--- src/rtl/alu_pkg.sv ---
// Shared definitions for the ALU arbiter: widths, ALU op codes, FSM state
// type and the request payload carried from a requester to the ALU.
package alu_pkg;

    localparam int unsigned WIDTH  = 32;
    localparam int unsigned CTRL_W = 3;

    // ALU op codes; the arbiter passes these through without decoding them.
    localparam logic [CTRL_W-1:0] ALU_AND  = 3'b000;
    localparam logic [CTRL_W-1:0] ALU_ADD  = 3'b001;
    localparam logic [CTRL_W-1:0] ALU_ADDI = 3'b010;
    localparam logic [CTRL_W-1:0] ALU_MUL  = 3'b011;
    localparam logic [CTRL_W-1:0] ALU_SRAI = 3'b100;
    localparam logic [CTRL_W-1:0] ALU_SLL  = 3'b101;
    localparam logic [CTRL_W-1:0] ALU_XOR  = 3'b110;
    localparam logic [CTRL_W-1:0] ALU_SUB  = 3'b111;

    typedef enum logic [1:0] {
        ST_IDLE = 2'd0,
        ST_EXEC = 2'd1,
        ST_RESP = 2'd2
    } state_e;

    typedef struct packed {
        logic [WIDTH-1:0]  data1;
        logic [WIDTH-1:0]  data2;
        logic [CTRL_W-1:0] ctrl;
    } alu_req_t;

endpackage

--- src/rtl/alu_arbiter_if.sv ---
// Bundle of all handshake and datapath signals around the ALU arbiter.
//   slave  : view of the arbiter itself
//   master : view of the surrounding environment (requesters, ALU, consumer)
interface alu_arbiter_if;
    import alu_pkg::*;

    // requester 0
    logic              req0_valid_i;
    logic              req0_ready_o;
    logic [WIDTH-1:0]  req0_data1_i;
    logic [WIDTH-1:0]  req0_data2_i;
    logic [CTRL_W-1:0] req0_ctrl_i;
    // requester 1
    logic              req1_valid_i;
    logic              req1_ready_o;
    logic [WIDTH-1:0]  req1_data1_i;
    logic [WIDTH-1:0]  req1_data2_i;
    logic [CTRL_W-1:0] req1_ctrl_i;
    // combinational ALU
    logic [WIDTH-1:0]  alu_data1_o;
    logic [WIDTH-1:0]  alu_data2_o;
    logic [CTRL_W-1:0] alu_ctrl_o;
    logic [WIDTH-1:0]  alu_data_i;
    logic              alu_zero_i;
    // response channel
    logic              rsp_valid_o;
    logic              rsp_ready_i;
    logic              rsp_id_o;
    logic [WIDTH-1:0]  rsp_data_o;
    logic              rsp_zero_o;

    modport slave (
        input  req0_valid_i, req0_data1_i, req0_data2_i, req0_ctrl_i,
        input  req1_valid_i, req1_data1_i, req1_data2_i, req1_ctrl_i,
        input  alu_data_i, alu_zero_i, rsp_ready_i,
        output req0_ready_o, req1_ready_o,
        output alu_data1_o, alu_data2_o, alu_ctrl_o,
        output rsp_valid_o, rsp_id_o, rsp_data_o, rsp_zero_o
    );

    modport master (
        output req0_valid_i, req0_data1_i, req0_data2_i, req0_ctrl_i,
        output req1_valid_i, req1_data1_i, req1_data2_i, req1_ctrl_i,
        output alu_data_i, alu_zero_i, rsp_ready_i,
        input  req0_ready_o, req1_ready_o,
        input  alu_data1_o, alu_data2_o, alu_ctrl_o,
        input  rsp_valid_o, rsp_id_o, rsp_data_o, rsp_zero_o
    );

endinterface

--- src/rtl/rr_arb2.sv ---
// Two-way round-robin grant with a "last granted" pointer.
//   clk, rst      : clock, async active-high reset (last resets to 1)
//   valid[1:0]    : request valids
//   update        : a grant was accepted this cycle
//   update_id     : index of the accepted requester
//   grant_valid_c : some requester is valid
//   grant_id_c    : granted requester (~last preferred)
module rr_arb2 (
    input  logic       clk,
    input  logic       rst,
    input  logic [1:0] valid,
    input  logic       update,
    input  logic       update_id,
    output logic       grant_valid_c,
    output logic       grant_id_c
);

    logic last;

    // Reset value 1 makes requester 0 the first preferred one.
    always_ff @(posedge clk or posedge rst) begin
        if (rst) begin
            last <= 1'b1;
        end else if (update) begin
            last <= update_id;
        end
    end

    // Prefer ~last; fall back to last only when the preferred one is idle.
    always_comb begin
        grant_valid_c = valid[0] | valid[1];
        grant_id_c    = last;
        if (valid[~last]) begin
            grant_id_c = ~last;
        end
    end

endmodule

--- src/rtl/alu_arbiter.sv ---
// Shares one combinational ALU between two valid/ready requesters. A request
// is accepted in IDLE, its operands drive the ALU for one EXEC cycle, and the
// registered result is returned tagged with the requester index in RESP.
//   clk_i, rst_i : clock, async active-high reset
//   bus          : requester, ALU and response signals (slave view)
module alu_arbiter
    import alu_pkg::*;
(
    input  logic         clk_i,
    input  logic         rst_i,
    alu_arbiter_if.slave bus
);

    state_e            state;
    state_e            state_nxt;
    logic              grant_valid_c;
    logic              grant_id_c;
    logic              accept_c;
    logic              ready0_c;
    logic              ready1_c;
    alu_req_t          req_sel;
    alu_req_t          alu_req;
    logic              rsp_valid;
    logic              rsp_id;
    logic [WIDTH-1:0]  rsp_data;
    logic              rsp_zero;

    rr_arb2 u_arb (
        .clk           (clk_i),
        .rst           (rst_i),
        .valid         ({bus.req1_valid_i, bus.req0_valid_i}),
        .update        (accept_c),
        .update_id     (grant_id_c),
        .grant_valid_c (grant_valid_c),
        .grant_id_c    (grant_id_c)
    );

    // State register.
    always_ff @(posedge clk_i or posedge rst_i) begin
        if (rst_i) begin
            state <= ST_IDLE;
        end else begin
            state <= state_nxt;
        end
    end

    // Next-state logic.
    always_comb begin
        state_nxt = state;
        unique case (state)
            ST_IDLE: if (accept_c)        state_nxt = ST_EXEC;
            ST_EXEC:                      state_nxt = ST_RESP;
            ST_RESP: if (bus.rsp_ready_i) state_nxt = ST_IDLE;
            default:                      state_nxt = ST_IDLE;
        endcase
    end

    // Handshake outputs; ready is forced low while reset is asserted.
    always_comb begin
        ready0_c = 1'b0;
        ready1_c = 1'b0;
        if (state == ST_IDLE && !rst_i && grant_valid_c) begin
            ready0_c = ~grant_id_c;
            ready1_c = grant_id_c;
        end
        accept_c = (ready0_c & bus.req0_valid_i) | (ready1_c & bus.req1_valid_i);
    end

    // Payload of the granted requester.
    always_comb begin
        if (grant_id_c) begin
            req_sel = '{data1: bus.req1_data1_i, data2: bus.req1_data2_i, ctrl: bus.req1_ctrl_i};
        end else begin
            req_sel = '{data1: bus.req0_data1_i, data2: bus.req0_data2_i, ctrl: bus.req0_ctrl_i};
        end
    end

    // Operand and response registers; ALU operands persist between ops.
    always_ff @(posedge clk_i or posedge rst_i) begin
        if (rst_i) begin
            alu_req   <= '0;
            rsp_id    <= 1'b0;
            rsp_data  <= '0;
            rsp_zero  <= 1'b0;
            rsp_valid <= 1'b0;
        end else begin
            if (accept_c) begin
                alu_req <= req_sel;
                rsp_id  <= grant_id_c;
            end
            if (state == ST_EXEC) begin
                rsp_data <= bus.alu_data_i;
                rsp_zero <= bus.alu_zero_i;
            end
            rsp_valid <= (state_nxt == ST_RESP);
        end
    end

    assign bus.req0_ready_o = ready0_c;
    assign bus.req1_ready_o = ready1_c;
    assign bus.alu_data1_o  = alu_req.data1;
    assign bus.alu_data2_o  = alu_req.data2;
    assign bus.alu_ctrl_o   = alu_req.ctrl;
    assign bus.rsp_valid_o  = rsp_valid;
    assign bus.rsp_id_o     = rsp_id;
    assign bus.rsp_data_o   = rsp_data;
    assign bus.rsp_zero_o   = rsp_zero;

endmodule

--- src/flat_wrapper.sv ---
// flat-port wrapper written by rule: the top's interface ports become plain ports
module alu_arbiter_flat import alu_pkg::*;
  (clk_i, rst_i, bus_req0_valid_i, bus_req0_data1_i, bus_req0_data2_i, bus_req0_ctrl_i, bus_req1_valid_i, bus_req1_data1_i, bus_req1_data2_i, bus_req1_ctrl_i, bus_alu_data_i, bus_alu_zero_i, bus_rsp_ready_i, bus_req0_ready_o, bus_req1_ready_o, bus_alu_data1_o, bus_alu_data2_o, bus_alu_ctrl_o, bus_rsp_valid_o, bus_rsp_id_o, bus_rsp_data_o, bus_rsp_zero_o);
  alu_arbiter_if bus_i ();
  input  logic clk_i;
  input  logic rst_i;
  input wire logic [$bits(bus_i.req0_valid_i)-1:0] bus_req0_valid_i;
  input wire logic [$bits(bus_i.req0_data1_i)-1:0] bus_req0_data1_i;
  input wire logic [$bits(bus_i.req0_data2_i)-1:0] bus_req0_data2_i;
  input wire logic [$bits(bus_i.req0_ctrl_i)-1:0] bus_req0_ctrl_i;
  input wire logic [$bits(bus_i.req1_valid_i)-1:0] bus_req1_valid_i;
  input wire logic [$bits(bus_i.req1_data1_i)-1:0] bus_req1_data1_i;
  input wire logic [$bits(bus_i.req1_data2_i)-1:0] bus_req1_data2_i;
  input wire logic [$bits(bus_i.req1_ctrl_i)-1:0] bus_req1_ctrl_i;
  input wire logic [$bits(bus_i.alu_data_i)-1:0] bus_alu_data_i;
  input wire logic [$bits(bus_i.alu_zero_i)-1:0] bus_alu_zero_i;
  input wire logic [$bits(bus_i.rsp_ready_i)-1:0] bus_rsp_ready_i;
  output wire logic [$bits(bus_i.req0_ready_o)-1:0] bus_req0_ready_o;
  output wire logic [$bits(bus_i.req1_ready_o)-1:0] bus_req1_ready_o;
  output wire logic [$bits(bus_i.alu_data1_o)-1:0] bus_alu_data1_o;
  output wire logic [$bits(bus_i.alu_data2_o)-1:0] bus_alu_data2_o;
  output wire logic [$bits(bus_i.alu_ctrl_o)-1:0] bus_alu_ctrl_o;
  output wire logic [$bits(bus_i.rsp_valid_o)-1:0] bus_rsp_valid_o;
  output wire logic [$bits(bus_i.rsp_id_o)-1:0] bus_rsp_id_o;
  output wire logic [$bits(bus_i.rsp_data_o)-1:0] bus_rsp_data_o;
  output wire logic [$bits(bus_i.rsp_zero_o)-1:0] bus_rsp_zero_o;
  assign bus_i.req0_valid_i = bus_req0_valid_i;
  assign bus_i.req0_data1_i = bus_req0_data1_i;
  assign bus_i.req0_data2_i = bus_req0_data2_i;
  assign bus_i.req0_ctrl_i = bus_req0_ctrl_i;
  assign bus_i.req1_valid_i = bus_req1_valid_i;
  assign bus_i.req1_data1_i = bus_req1_data1_i;
  assign bus_i.req1_data2_i = bus_req1_data2_i;
  assign bus_i.req1_ctrl_i = bus_req1_ctrl_i;
  assign bus_i.alu_data_i = bus_alu_data_i;
  assign bus_i.alu_zero_i = bus_alu_zero_i;
  assign bus_i.rsp_ready_i = bus_rsp_ready_i;
  assign bus_req0_ready_o = bus_i.req0_ready_o;
  assign bus_req1_ready_o = bus_i.req1_ready_o;
  assign bus_alu_data1_o = bus_i.alu_data1_o;
  assign bus_alu_data2_o = bus_i.alu_data2_o;
  assign bus_alu_ctrl_o = bus_i.alu_ctrl_o;
  assign bus_rsp_valid_o = bus_i.rsp_valid_o;
  assign bus_rsp_id_o = bus_i.rsp_id_o;
  assign bus_rsp_data_o = bus_i.rsp_data_o;
  assign bus_rsp_zero_o = bus_i.rsp_zero_o;
  alu_arbiter u_core (.clk_i(clk_i), .rst_i(rst_i), .bus(bus_i));
endmodule
--- config.mk ---
export PLATFORM = sky130hd
export DESIGN_NAME = alu_arbiter_flat
export DESIGN_NICKNAME = d
export VERILOG_FILES = /design/src/rtl/alu_pkg.sv /design/src/rtl/alu_arbiter_if.sv /design/src/rtl/rr_arb2.sv /design/src/rtl/alu_arbiter.sv /design/src/flat_wrapper.sv
export SDC_FILE = /design/constraint.sdc
export NUM_CORES = 1
export LEC_CHECK = 0
export ABC_AREA = 1
export ABC_CLOCK_PERIOD_IN_PS = 4900
export CAP_MARGIN = 20
export CORE_MARGIN = 2
export CORE_UTILIZATION = 40
export CTS_CLUSTER_DIAMETER = 120
export DETAILED_ROUTE_END_ITERATION = 6
export PLACE_DENSITY = 0.82
export SYNTH_ARGS = -nofsm -noshare
export SYNTH_HDL_FRONTEND = slang
export SYNTH_SLANG_ARGS = --single-unit
--- constraint.sdc ---
create_clock -name clk_i -period 4.9 [get_ports clk_i]
set_input_delay 0.735 -clock clk_i [delete_from_list [all_inputs] [get_ports clk_i]]
set_output_delay 0.735 -clock clk_i [all_outputs]
set_load 0.02 [all_outputs]
==> metrics.md, run 1 <==
| Metric | Value |
|---|---|
| Cells after Synth | between 600 and 700 |
| Mux contribution to synthesized area | 0% |
| H-tree levels | 3 |
| Compound-cell area share of the yosys netlist | less than 1% |
| Largest net degree at the start of global routing | 70 |
| Grt met2 use | 42.43% |
| Vias | 5483 |
| Status | finished clean |
| Final Critical Period | 3.156 ns |
| Post-Layout Inst Area | 0.008199 mm² |
| Final nets | 1100 |
| Syn Nets | 856 |
| I/O Buffers | 275 |
| Max-slew violation count | 0 |
| Remaining routing DRC violations | 0 |
| Unrepaired setup endpoints after global routing | no |
| Post-synth EDFFs | 0 |
| Worst-path fanout max | 12 |
| Number of top-level pins | 276 |
| Synth Register Bits | 105 |
| Row cnt | 41 |
| Synth Area in XOR/XNOR | 0% |
| Final Hold Violating Endpoints | 0 |
| Met1 Use GR | a little under a third |
| Setup slack after layout | 1.744 ns |
| WP data arrival | around 2.4 ns |
| Placed cell area | 0.007894 mm² |
| Synthesized area | 0.005119 mm² |
| Area share of fa/ha/maj cells after synthesis | 0% |
| Drt initial violations | 394 |
| Leak | 4.057 nW |
| Simple-gate share of the synthesized area | 42.36% |
| CTS Sinks | 105 |
| CP Capture Type | output port |
| Internal power | 0.002796 W |
| Vias in the first global route | 5416 |
| Layout cells sized above 1 | roughly 4.2% |
| CTS buffer count | 9 |
| Most frequent cell after synthesis | nand2_1 |
| Synth top area cells | dfrtp_1 51%, nand2_1 25%, nand3_1 16% |
| Combinational share of power | about 54% |
| Post_cts resized | 0 |
| Max VDD drop | 0.3695 mV |
| Total Wirelength | about 17000 µm |
| Crit path kind | input pin to output port |
| Starting density of the core | 40.73% |
| Switching share of power | a little over two fifths |
| Hold path cells | 2 |
| Post-DP HPWL | 11800 µm |
| Pwr dens | approximately 590 mW/mm² |
| Die area | 0.01372 mm² |
| Post-synth cell types | 17 |
| Met3 GRT Util | 7.055% |
| Grt ovf | 0 |
| Util after Layout | 65.24% |
| Flop pwr share | 32.0% |
| Synth top cells by count | 343 x nand2_1, 168 x nand3_1, 104 x dfrtp_1 |
| Die Width | approximately 120 µm |
| Total GRT Usage | 25.03% |
| Number of fill cells in the layout | 1076 |
| Main combinational cell family by area after synthesis | simple AND/OR/NAND/NOR gates |
| Wire length per cell | between 15 and 20 µm |
| Routability congestion estimate | approximately 0.8 |
| Core area | 0.01257 mm² |
| Avg Inst Size Synth | 7.483 µm² |
| Hold buffers post-CTS | 0 |
| Clk buf depth | 2 |
| Fmax | approximately 0.32 GHz |
| Yosys top cell area share | 50.84% |
| Initial antenna violation count | 0 |
| Worst skew pair latency | 0.34 ns |
| Sw Pwr | just over 0.002 W |
| # diodes | 0 |
| Max cap viols | 0 |
| Setup bufs post-CTS | 0 |
| Setup TNS | 0 ns |
| Root Buffer | clkbuf_16 |
| Post-route non-filler standard cell count | 1105 |
| Relative max-transition margin | 35.71% |
| Clk slew on worst S/H paths | 0.07 ns |
| Placed insts | 1088 |
| Post-DRT Antenna Nets | 0 |
| Min-delay worst type | flip-flop to flip-flop |
| CP required | between 4 and 5 ns |
| Final setup fails | 0 |
| First-pass GRT wire length | 26590 µm |
| Yosys warns | 0 |
| Period utilisation layout | between 60% and 70% |
| Clock network power share | between 10 and 15% |
| Synth-to-layout area growth | 60.18% |
| Seq/Total Area, Yosys | 51.36% |
| Share of async-settable or async-resettable flops after synthesis | 100.0% |
| Vias per cell | about 5.0 |
| Synth area leader | dfrtp_1 |
| Skew final | 0.006153 ns |
| CTS tree | yes |
| Commonest register cell after synthesis | dfrtp_1 |
| CP Launch Type | input pin |
| DRT Pass-1 Iters | 5 |
| Die span in y | 117.1 µm |
| Slew @ Worst Pin | between 0.9 and 1 ns |
| Post-Place Worst Slack | 1.736 ns |
| Worst R2R Path Depth | 6 |
| Gr busiest metal | met2 |
through the flow:
step	hold slack (ns)	total power, W
final	0.4754	0.004813
after global routing	0.4970	0.005140
after CTS	0.4772	0.004851
after detailed placement	0.4581	0.004158
after global placement	0.4532	0.004108
after floorplan	0.4892	0.002888
final cells by class:
class                      count  area, µm²  share of cell area [%]
timing repair buffer         285       2848                   34.73
clock buffer                   9      225.2                   2.747
tap                          172      215.2                   2.625
sequential                   105       2629                   32.06
inverter                       8      32.53                  0.3968
multi-input combinational    519       2197                   26.80
clock inverter                 7      52.55                  0.6409
per-layer routing:
layer,wire [µm],share of wire [%]
met5,0,0
met4,450,2.6
met3,1534,9.0
met2,8181,48
met1,6885,40
flip-flops by register name, summed over array words and instances (netlist names):
| name | flops |
|---|---|
| u_core.state | 2 |
| u_core.bus.rsp_zero_o | 1 |
| u_core.u_arb.last | 1 |
| u_core.bus.alu_ctrl_o | 3 |
| u_core.bus.rsp_valid_o | 1 |
| u_core.bus.rsp_id_o | 1 |
| u_core.bus.alu_data1_o | 32 |
| u_core.bus.alu_data2_o | 32 |
| u_core.bus.rsp_data_o | 32 |
worst max-delay path, cell delays in order:
cell,delay [ns]
clkdlybuf4s50_1,0.44
inv_4,0.18
nand3_1,0.15
nor2_4,0.14
nand2_1,0.10
inv_1,0.06
clkdlybuf4s50_1,0.61
final timing paths:
path	from	end	slack, ns
max in group asynchronous	rst_i	u_core.bus.alu_data2_o[18]	2.75
worst max register to register	u_core.state[1]	u_core.bus.alu_data1_o[22]	2.72
worst max-delay path	rst_i	bus_req1_ready_o	1.74
worst min register to register	u_core.bus.rsp_zero_o	u_core.bus.rsp_zero_o	0.48
worst min-delay path	u_core.bus.rsp_zero_o	u_core.bus.rsp_zero_o	0.48
min in group asynchronous	rst_i	u_core.bus.alu_data2_o[7]	0.65
kinds of logic after synthesis:
logic type,Yosys count
compound gates,3
flops,105
simple gates,516
buf+inv,60
placed cells by master, fill, tap and decap left out:
| master | netlist | final |
|---|---|---|
| buf_16 | 0 | 1 |
| buf_4 | 12 | 9 |
| clkbuf_16 | 0 | 9 |
| clkdlybuf4s50_1 | 0 | 275 |
| clkinv_2 | 0 | 2 |
| clkinv_4 | 0 | 1 |
| clkinvlp_4 | 0 | 1 |
| dfrtp_1 | 104 | 104 |
| dfstp_2 | 1 | 1 |
| inv_1 | 3 | 2 |
| inv_2 | 5 | 5 |
| inv_4 | 0 | 1 |
| inv_6 | 0 | 3 |
| nand2_1 | 343 | 341 |
| nand2_2 | 2 | 4 |
| nand3_1 | 168 | 168 |
| nand4_4 | 0 | 1 |
| nor2_1 | 1 | 1 |
| nor2_4 | 1 | 1 |
| o21ai_0 | 2 | 2 |
| o21ai_1 | 1 | 1 |
power by group through the flow:
stage | Sequential [W] | Combinational, W | Clock [W]
after floorplan | 0.00206 | 0.000827 | 0
after global placement | 0.00153 | 0.00257 | 0
after detailed placement | 0.00155 | 0.00261 | 0
after CTS | 0.00154 | 0.00262 | 0.000694
after global routing | 0.00159 | 0.00283 | 0.000721
final | 0.00154 | 0.00260 | 0.000672
(Power assumes the default switching activity.)
==> run 2, diff against run 1 <==
--- a/config.mk
+++ b/config.mk
@@ -6,13 +6,13 @@
 export NUM_CORES = 1
 export LEC_CHECK = 0
 export ABC_AREA = 1
-export ABC_CLOCK_PERIOD_IN_PS = 4900
+export ABC_CLOCK_PERIOD_IN_PS = 2900
 export CAP_MARGIN = 20
 export CORE_MARGIN = 2
-export CORE_UTILIZATION = 40
+export CORE_UTILIZATION = 36
 export CTS_CLUSTER_DIAMETER = 120
 export DETAILED_ROUTE_END_ITERATION = 6
-export PLACE_DENSITY = 0.82
+export PLACE_DENSITY = 0.78
 export SYNTH_ARGS = -nofsm -noshare
 export SYNTH_HDL_FRONTEND = slang
 export SYNTH_SLANG_ARGS = --single-unit
==> constraint.sdc (replaced) <==
create_clock -name clk_i -period 2.9 [get_ports clk_i]
set_input_delay 0.435 -clock clk_i [delete_from_list [all_inputs] [get_ports clk_i]]
set_output_delay 0.435 -clock clk_i [all_outputs]
set_load 0.02 [all_outputs]
==> run 2 against run 1 <==
  * Largest cell class unchanged
  * Flip-flop and latch count unchanged
  * Critical endpoint unchanged
  * Combinational power increased by 68%
  * Worst hold slack got worse by 0.12 ns
  * Largest power group unchanged
==> metrics.md, run 2 (synthesized netlist as in run 1, its figures left out) <==
| Metric | Value |
|---|---|
| Status | finished clean |
| Worst R2R Path Depth | 6 (unchanged) |
| Slowest CP cell | clkdlybuf4s50_1 |
| Core area | 0.01388 mm² (+10%) |
| CP Launch Type | input pin |
| Slew @ Worst Pin | 0.9176 ns (-0.04322 ns) |
| Period utilisation layout | 86.50% |
| Total GRT Usage | 21.19% (-3.8 points) |
| Max-slew violation count | 0 (unchanged) |
| Worst skew pair latency | 0.34 ns (about the same) |
| CTS buffer count | 9 (unchanged) |
| Initial antenna violation count | 0 (unchanged) |
| Min-delay worst type | input pin to asynchronous set/reset pin |
| # diodes | 0 (unchanged) |
| Die area | 0.01519 mm² (+11%) |
| Crit path kind | input pin to output port |
| Placed insts | 1099 (+1.0%) |
| Post-DP HPWL | 11300 µm (-4.2%) |
| Wire length per cell | 14.63 µm (-5.2%) |
| Root Buffer | clkbuf_16 |
| CP bufs+invs | 4 (unchanged) |
| DRT Pass-1 Iters | 5 (unchanged) |
| Post-route non-filler standard cell count | 1115 (+0.90%) |
| Setup bufs post-CTS | 0 (unchanged) |
| Reg2Reg Setup Slack | 1.09 ns (-1.63 ns) |
| Hold Slack | 0.3531 ns (-0.1223 ns) |
| Most frequent cells in the layout | 340 x nand2_1, 275 x clkdlybuf4s50_1, 168 x nand3_1, 104 x dfrtp_1, 12 x buf_4 |
| Number of top-level pins | 276 (unchanged) |
| Vias | 5297 (-3.4%) |
| Vias per cell | 4.751 (-4.3%) |
| Worst-path fanout max | 6 (-6) |
| Final setup fails | 0 (unchanged) |
| Unrepaired setup endpoints after global routing | no |
| Sw Pwr | 0.003400 W (+69%) |
| Max cap viols | 0 (unchanged) |
| Row cnt | 43 (+4.9%) |
| I/O Buffers | 275 (unchanged) |
| Post_cts resized | 0 (unchanged) |
| CP required | 2.47 ns (-1.69 ns) |
| Post-DRT Antenna Nets | 0 (unchanged) |
| Clk buf depth | 2 (unchanged) |
| Placed cell area | 0.007938 mm² (+0.55%) |
| WP data arrival | 2.07 ns (-0.35 ns) |
| Relative max-transition margin | 38.82% (+3.1 points) |
| Final Critical Period | approximately 2.5 ns |
| Starting density of the core | 36.88% (-3.9 points) |
| Grt ovf | 0 (unchanged) |
| Crit path top cell by count | clkdlybuf4s50_1 |
| Flop pwr share | 31.9% (about the same) |
| Post-Layout Inst Area | 0.008225 mm² (+0.32%) |
| Final nets | 1102 (+0.18%) |
| Fmax | roughly 0.40 GHz |
| CP peak stage delay | 0.61 ns (about the same) |
| Layout cells sized above 1 | 4.599% (+0.42 points) |
| Combinational share of power | 53.7% (-0.3 points) |
| Reg2reg end | u_core.bus.alu_ctrl_o[1] |
| Drt initial violations | 341 (-13%) |
| Critical path's top delay family | buffers and inverters |
| Largest net degree at the start of global routing | 75 (+7.1%) |
| Reg-to-Reg Start | u_core.u_arb.last |
| CTS Sinks | 105 (unchanged) |
| Leak | 4.059 nW (about the same) |
| Total Wirelength | 16310 µm (-4.3%) |
| Switching share of power | 41.80% (-0.094 points) |
| Internal power | 0.004734 W (+69%) |
| Max VDD drop | 0.4113 mV (+11%) |
| Clk slew on worst S/H paths | 0.07 ns (about the same) |
| Clock network power share | 14.4% (+0.4 points) |
| CTS tree | yes |
| Remaining routing DRC violations | 0 (unchanged) |
| Cells along the critical path | clkdlybuf4s50_1 > clkinvlp_4 > nand3_1 > nor2_4 > nand2_4 > inv_4 > clkdlybuf4s50_1 |
| Vias in the first global route | 5024 (-7.2%) |
| Commonest non-fill, non-tap cell in the layout | nand2_1 |
| H-tree levels | 3 (unchanged) |
| First-pass GRT wire length | 25250 µm (-5.0%) |
| Hold buffers post-CTS | 0 (unchanged) |
| Pwr dens | 988.9 mW/mm² (+68%) |
| Util after Layout | 59.26% (-6.0 points) |
| Skew final | 0.006261 ns (+0.0001082 ns) |
| CP Capture Type | output port |
| Routability congestion estimate | 0.7923 (-1.6%) |
| Final Hold Violating Endpoints | 0 (unchanged) |
| Synth-to-layout area growth | 60.69% |
| Critical Path Source | rst_i |
| Die Width | 123.2 µm (+5.2%) |
| Die span in y | 123.2 µm (+5.2%) |
[run 2: changes by cell type in the layout (fill, tap and decap cells not counted), sizes merged]
cell | before | now
buf | 10 | 12
clkinvlp | 1 | 2
inv | 11 | 10
[run 2: how the worst max path moves through the flow]
stage                                   to  slack [ns]  cells past startpoint
after floorplan           bus_req1_ready_o       -0.29                      6
after global placement    bus_req1_ready_o        0.41                      7
after detailed placement  bus_req1_ready_o        0.39                      7
after CTS                 bus_req1_ready_o        0.38                      7
after global routing      bus_req1_ready_o        0.29                      7
final                     bus_req1_ready_o        0.39                      7
[run 2: power groups by stage]
stage          Combinational [W]  Sequential, W  Clock (W)
5_1_grt                  0.00475        0.00268    0.00127
3_5_place_dp             0.00441        0.00261          0
2_1_floorplan            0.00141        0.00348          0
3_3_place_gp             0.00438        0.00259          0
4_1_cts                  0.00442        0.00259    0.00121
6_report                 0.00437        0.00259    0.00117
[run 2: final cells by class]
type	instances	area, µm²
Fill cell	1311	5655
Timing Repair Buffer	287	2843
Sequential cell	105	2629
Multi-Input combinational cell	519	2205
Clock buffer	9	225.2
Tap cell	180	225.2
Clock inverter	7	62.56
Inverter	8	36.28
[run 2: metal layers]
| layer | GRT usage (%) | part of all wire (%) | up-vias |
|---|---|---|---|
| li1 | - | - | 2673 |
| met1 | 27.85 | 43 | 2398 |
| met2 | 34.65 | 46 | 215 |
| met3 | 5.950 | 9.4 | 11 |
| met4 | 5.114 | 0.87 | 0 |
| met5 | 0 | 0 | - |
[run 2: per-stage QoR]
step / power (W) / setup WS (ns) / setup TNS, ns
after floorplan: 0.004893 / -0.2918 / -0.4939
after global placement: 0.006960 / 0.4109 / 0
after detailed placement: 0.007020 / 0.3936 / 0
after CTS: 0.008230 / 0.3806 / 0
after global routing: 0.008692 / 0.2947 / 0
final: 0.008134 / 0.3914 / 0
==> run 3, diff against run 2 <==
--- a/config.mk
+++ b/config.mk
@@ -7,12 +7,11 @@
 export LEC_CHECK = 0
 export ABC_AREA = 1
 export ABC_CLOCK_PERIOD_IN_PS = 2900
-export CAP_MARGIN = 20
 export CORE_MARGIN = 2
 export CORE_UTILIZATION = 36
 export CTS_CLUSTER_DIAMETER = 120
 export DETAILED_ROUTE_END_ITERATION = 6
-export PLACE_DENSITY = 0.78
+export PLACE_DENSITY = 0.77
 export SYNTH_ARGS = -nofsm -noshare
 export SYNTH_HDL_FRONTEND = slang
 export SYNTH_SLANG_ARGS = --single-unit
==> run 3 against run 2 <==
  * Count of clock-buffer cells in the layout did not move
  * Global-route usage rose by 0.76 points
  * Power rose by 0.79%
  * Clock power barely moved
  * Final cell count barely moved
  * Utilization rose by 0.28 points
  * Worst hold slack improved by 0.12 ns
  * Sequential share of layout area fell by 0.15 points
  * Setup slack got worse by 0.062 ns
  * Largest cell class unchanged
  * Non-clock buffer count rose by 1
==> metrics.md, run 3 (synthesized netlist as in run 1, its figures left out) <==
| Metric | Value |
|---|---|
| Min-delay worst type | flip-flop to flip-flop |
| Grt ovf | 0 (unchanged) |
| Drt initial violations | 320 (-6.2%) |
| Routability congestion estimate | 0.7813 (-1.4%) |
| Post-DP HPWL | 11420 µm (+1.1%) |
| Util after Layout | 59.54% (+0.28 points) |
| Worst skew pair latency | 0.34 ns (about the same) |
| Overall power | 0.008198 W (+0.79%) |
| WP data arrival | 2.14 ns (+0.07 ns) |
| Layout cells sized above 1 | 4.701% (+0.10 points) |
| Relative max-transition margin | 49.22% (+10 points) |
| Max VDD drop | 0.4023 mV (-2.2%) |
| Largest net degree at the start of global routing | 70 (-6.7%) |
| Clk slew on worst S/H paths | 0.08 ns (about the same) |
| CP required | 2.47 ns (about the same) |
| Pwr dens | 992.0 mW/mm² (+0.32%) |
| CTS buffer count | 9 (unchanged) |
| Hold buffers post-CTS | 0 (unchanged) |
| Max cap viols | 0 (unchanged) |
| Post-Place Worst Slack | 0.3311 ns (-0.06249 ns) |
| Number of fill cells in the layout | 1303 (-0.61%) |
| Initial antenna violation count | 0 (unchanged) |
| Wire length per cell | 14.91 µm (+1.9%) |
| Die Width | 123.2 µm (unchanged) |
| CP Capture Type | output port |
| Total GRT Usage | 21.94% (+0.76 points) |
| Most frequent cells in the layout | 340 x nand2_1, 275 x clkdlybuf4s50_1, 168 x nand3_1, 104 x dfrtp_1, 11 x buf_4 |
| Fmax | 0.3890 GHz (-2.4%) |
| Starting density of the core | 36.88% (unchanged) |
| Flop pwr share | 31.7% (-0.2 points) |
| CTS Sinks | 105 (unchanged) |
| Switching share of power | 41.87% (+0.070 points) |
| Die span in y | 123.2 µm (unchanged) |
| Commonest non-fill, non-tap cell in the layout | nand2_1 |
| Sw Pwr | 0.003433 W (+0.96%) |
| Slew @ Worst Pin | 0.7616 ns (-0.1560 ns) |
| Final Critical Period | 2.571 ns (+0.06220 ns) |
| Root Buffer | clkbuf_16 |
| CTS tree | yes |
| Core area | 0.01388 mm² (unchanged) |
| I/O Buffers | 275 (unchanged) |
| Die area | 0.01519 mm² (unchanged) |
| Final Hold Violating Endpoints | 0 (unchanged) |
| Period utilisation layout | 88.65% (+2.1 points) |
| Internal power | 0.004766 W (+0.67%) |
| Max-slew violation count | 0 (unchanged) |
| H-tree levels | 3 (unchanged) |
| Combinational share of power | 53.7% (about the same) |
| Crit path kind | input pin to output port |
| CP Launch Type | input pin |
| Number of top-level pins | 276 (unchanged) |
| Synth-to-layout area growth | 61.45% |
| Setup slack after layout | 0.3292 ns (-0.06220 ns) |
| Vias in the first global route | 5165 (+2.8%) |
| Final setup fails | 0 (unchanged) |
| Clk buf depth | 2 (unchanged) |
| Worst-path fanout max | 4 (-2) |
| # diodes | 0 (unchanged) |
| Vias per cell | 4.831 (+1.7%) |
| Post-DRT Antenna Nets | 0 (unchanged) |
| Setup bufs post-CTS | 0 (unchanged) |
| Unrepaired setup endpoints after global routing | no |
| Row cnt | 43 (unchanged) |
| Setup TNS | 0 ns (unchanged) |
| Post_cts resized | 0 (unchanged) |
| Skew final | 0.009381 ns (+0.003120 ns) |
| Total Wirelength | 16640 µm (+2.0%) |
| Remaining routing DRC violations | 0 (unchanged) |
| Status | finished clean |
| Leak | 4.082 nW (+0.56%) |
| First-pass GRT wire length | 26170 µm (+3.7%) |
| DRT Pass-1 Iters | 5 (unchanged) |
| Clock network power share | 14.6% (+0.2 points) |
| Vias | 5391 (+1.8%) |
| Final nets | 1103 (+0.091%) |
run 3: metrics by stage:
stage          instances  hold slack (ns)  area (µm²)
2_1_floorplan        684           0.4896        5142
3_3_place_gp        1100           0.4522        7970
3_5_place_dp        1100           0.4570        7970
4_1_cts             1116           0.4772        8264
5_1_grt             1116           0.5002        8264
6_report            1116           0.4757        8264
run 3: layout make-up:
class                   count  area (µm²)  area share [%]
well taps                 180       225.2           2.725
inverters                   8       36.28          0.4391
clock buffers               9       225.2           2.725
repair buffers            288        2875           34.79
multi-input cells         519        2205           26.68
clock inverters             7       68.82          0.8327
flip-flops and latches    105        2629           31.81
run 3: power by group through the flow:
stage          registers (W)  logic (W)  clock network, W
6_report             0.00260    0.00440           0.00120
5_1_grt              0.00269    0.00479           0.00130
4_1_cts              0.00260    0.00445           0.00124
3_5_place_dp         0.00260    0.00444                 0
3_3_place_gp         0.00258    0.00441                 0
2_1_floorplan        0.00348    0.00141                 0
run 3: layer usage:
layer  wire (µm)  part of all wire, %  vias to the layer above  global-route usage [%]
li1            -                    -                     2676                       -
met1        7040                   42                     2461                   28.02
met2        7864                   47                      227                   36.50
met3        1427                  8.6                       27                   5.858
met4         303                  1.8                        0                   6.463
met5           0                    0                        -                       0
run 3: path summary, 6_finish.rpt:
| kind | startpoint | endpoint | slack [ns] | cells past startpoint |
|---|---|---|---|---|
| max | rst_i | bus_req1_ready_o | 0.33 | 7 |
| min in group asynchronous | rst_i | u_core.bus.alu_data1_o[18] | 0.83 | 3 |
| max in group asynchronous | rst_i | u_core.bus.rsp_data_o[7] | 1.55 | 3 |
| min reg2reg | u_core.bus.rsp_data_o[27] | u_core.bus.rsp_data_o[27] | 0.48 | 2 |
| max reg2reg | u_core.state[1] | u_core.bus.rsp_data_o[7] | 1.04 | 6 |
| min | u_core.bus.rsp_data_o[27] | u_core.bus.rsp_data_o[27] | 0.48 | 2 |
run 3: worst max-delay path, stage by stage:
cell and delay (ns):
clkdlybuf4s50_1 0.52, clkinvlp_4 0.17, nand3_1 0.13, nor2_4 0.15
nand2_4 0.07, inv_4 0.04, clkdlybuf4s50_1 0.61
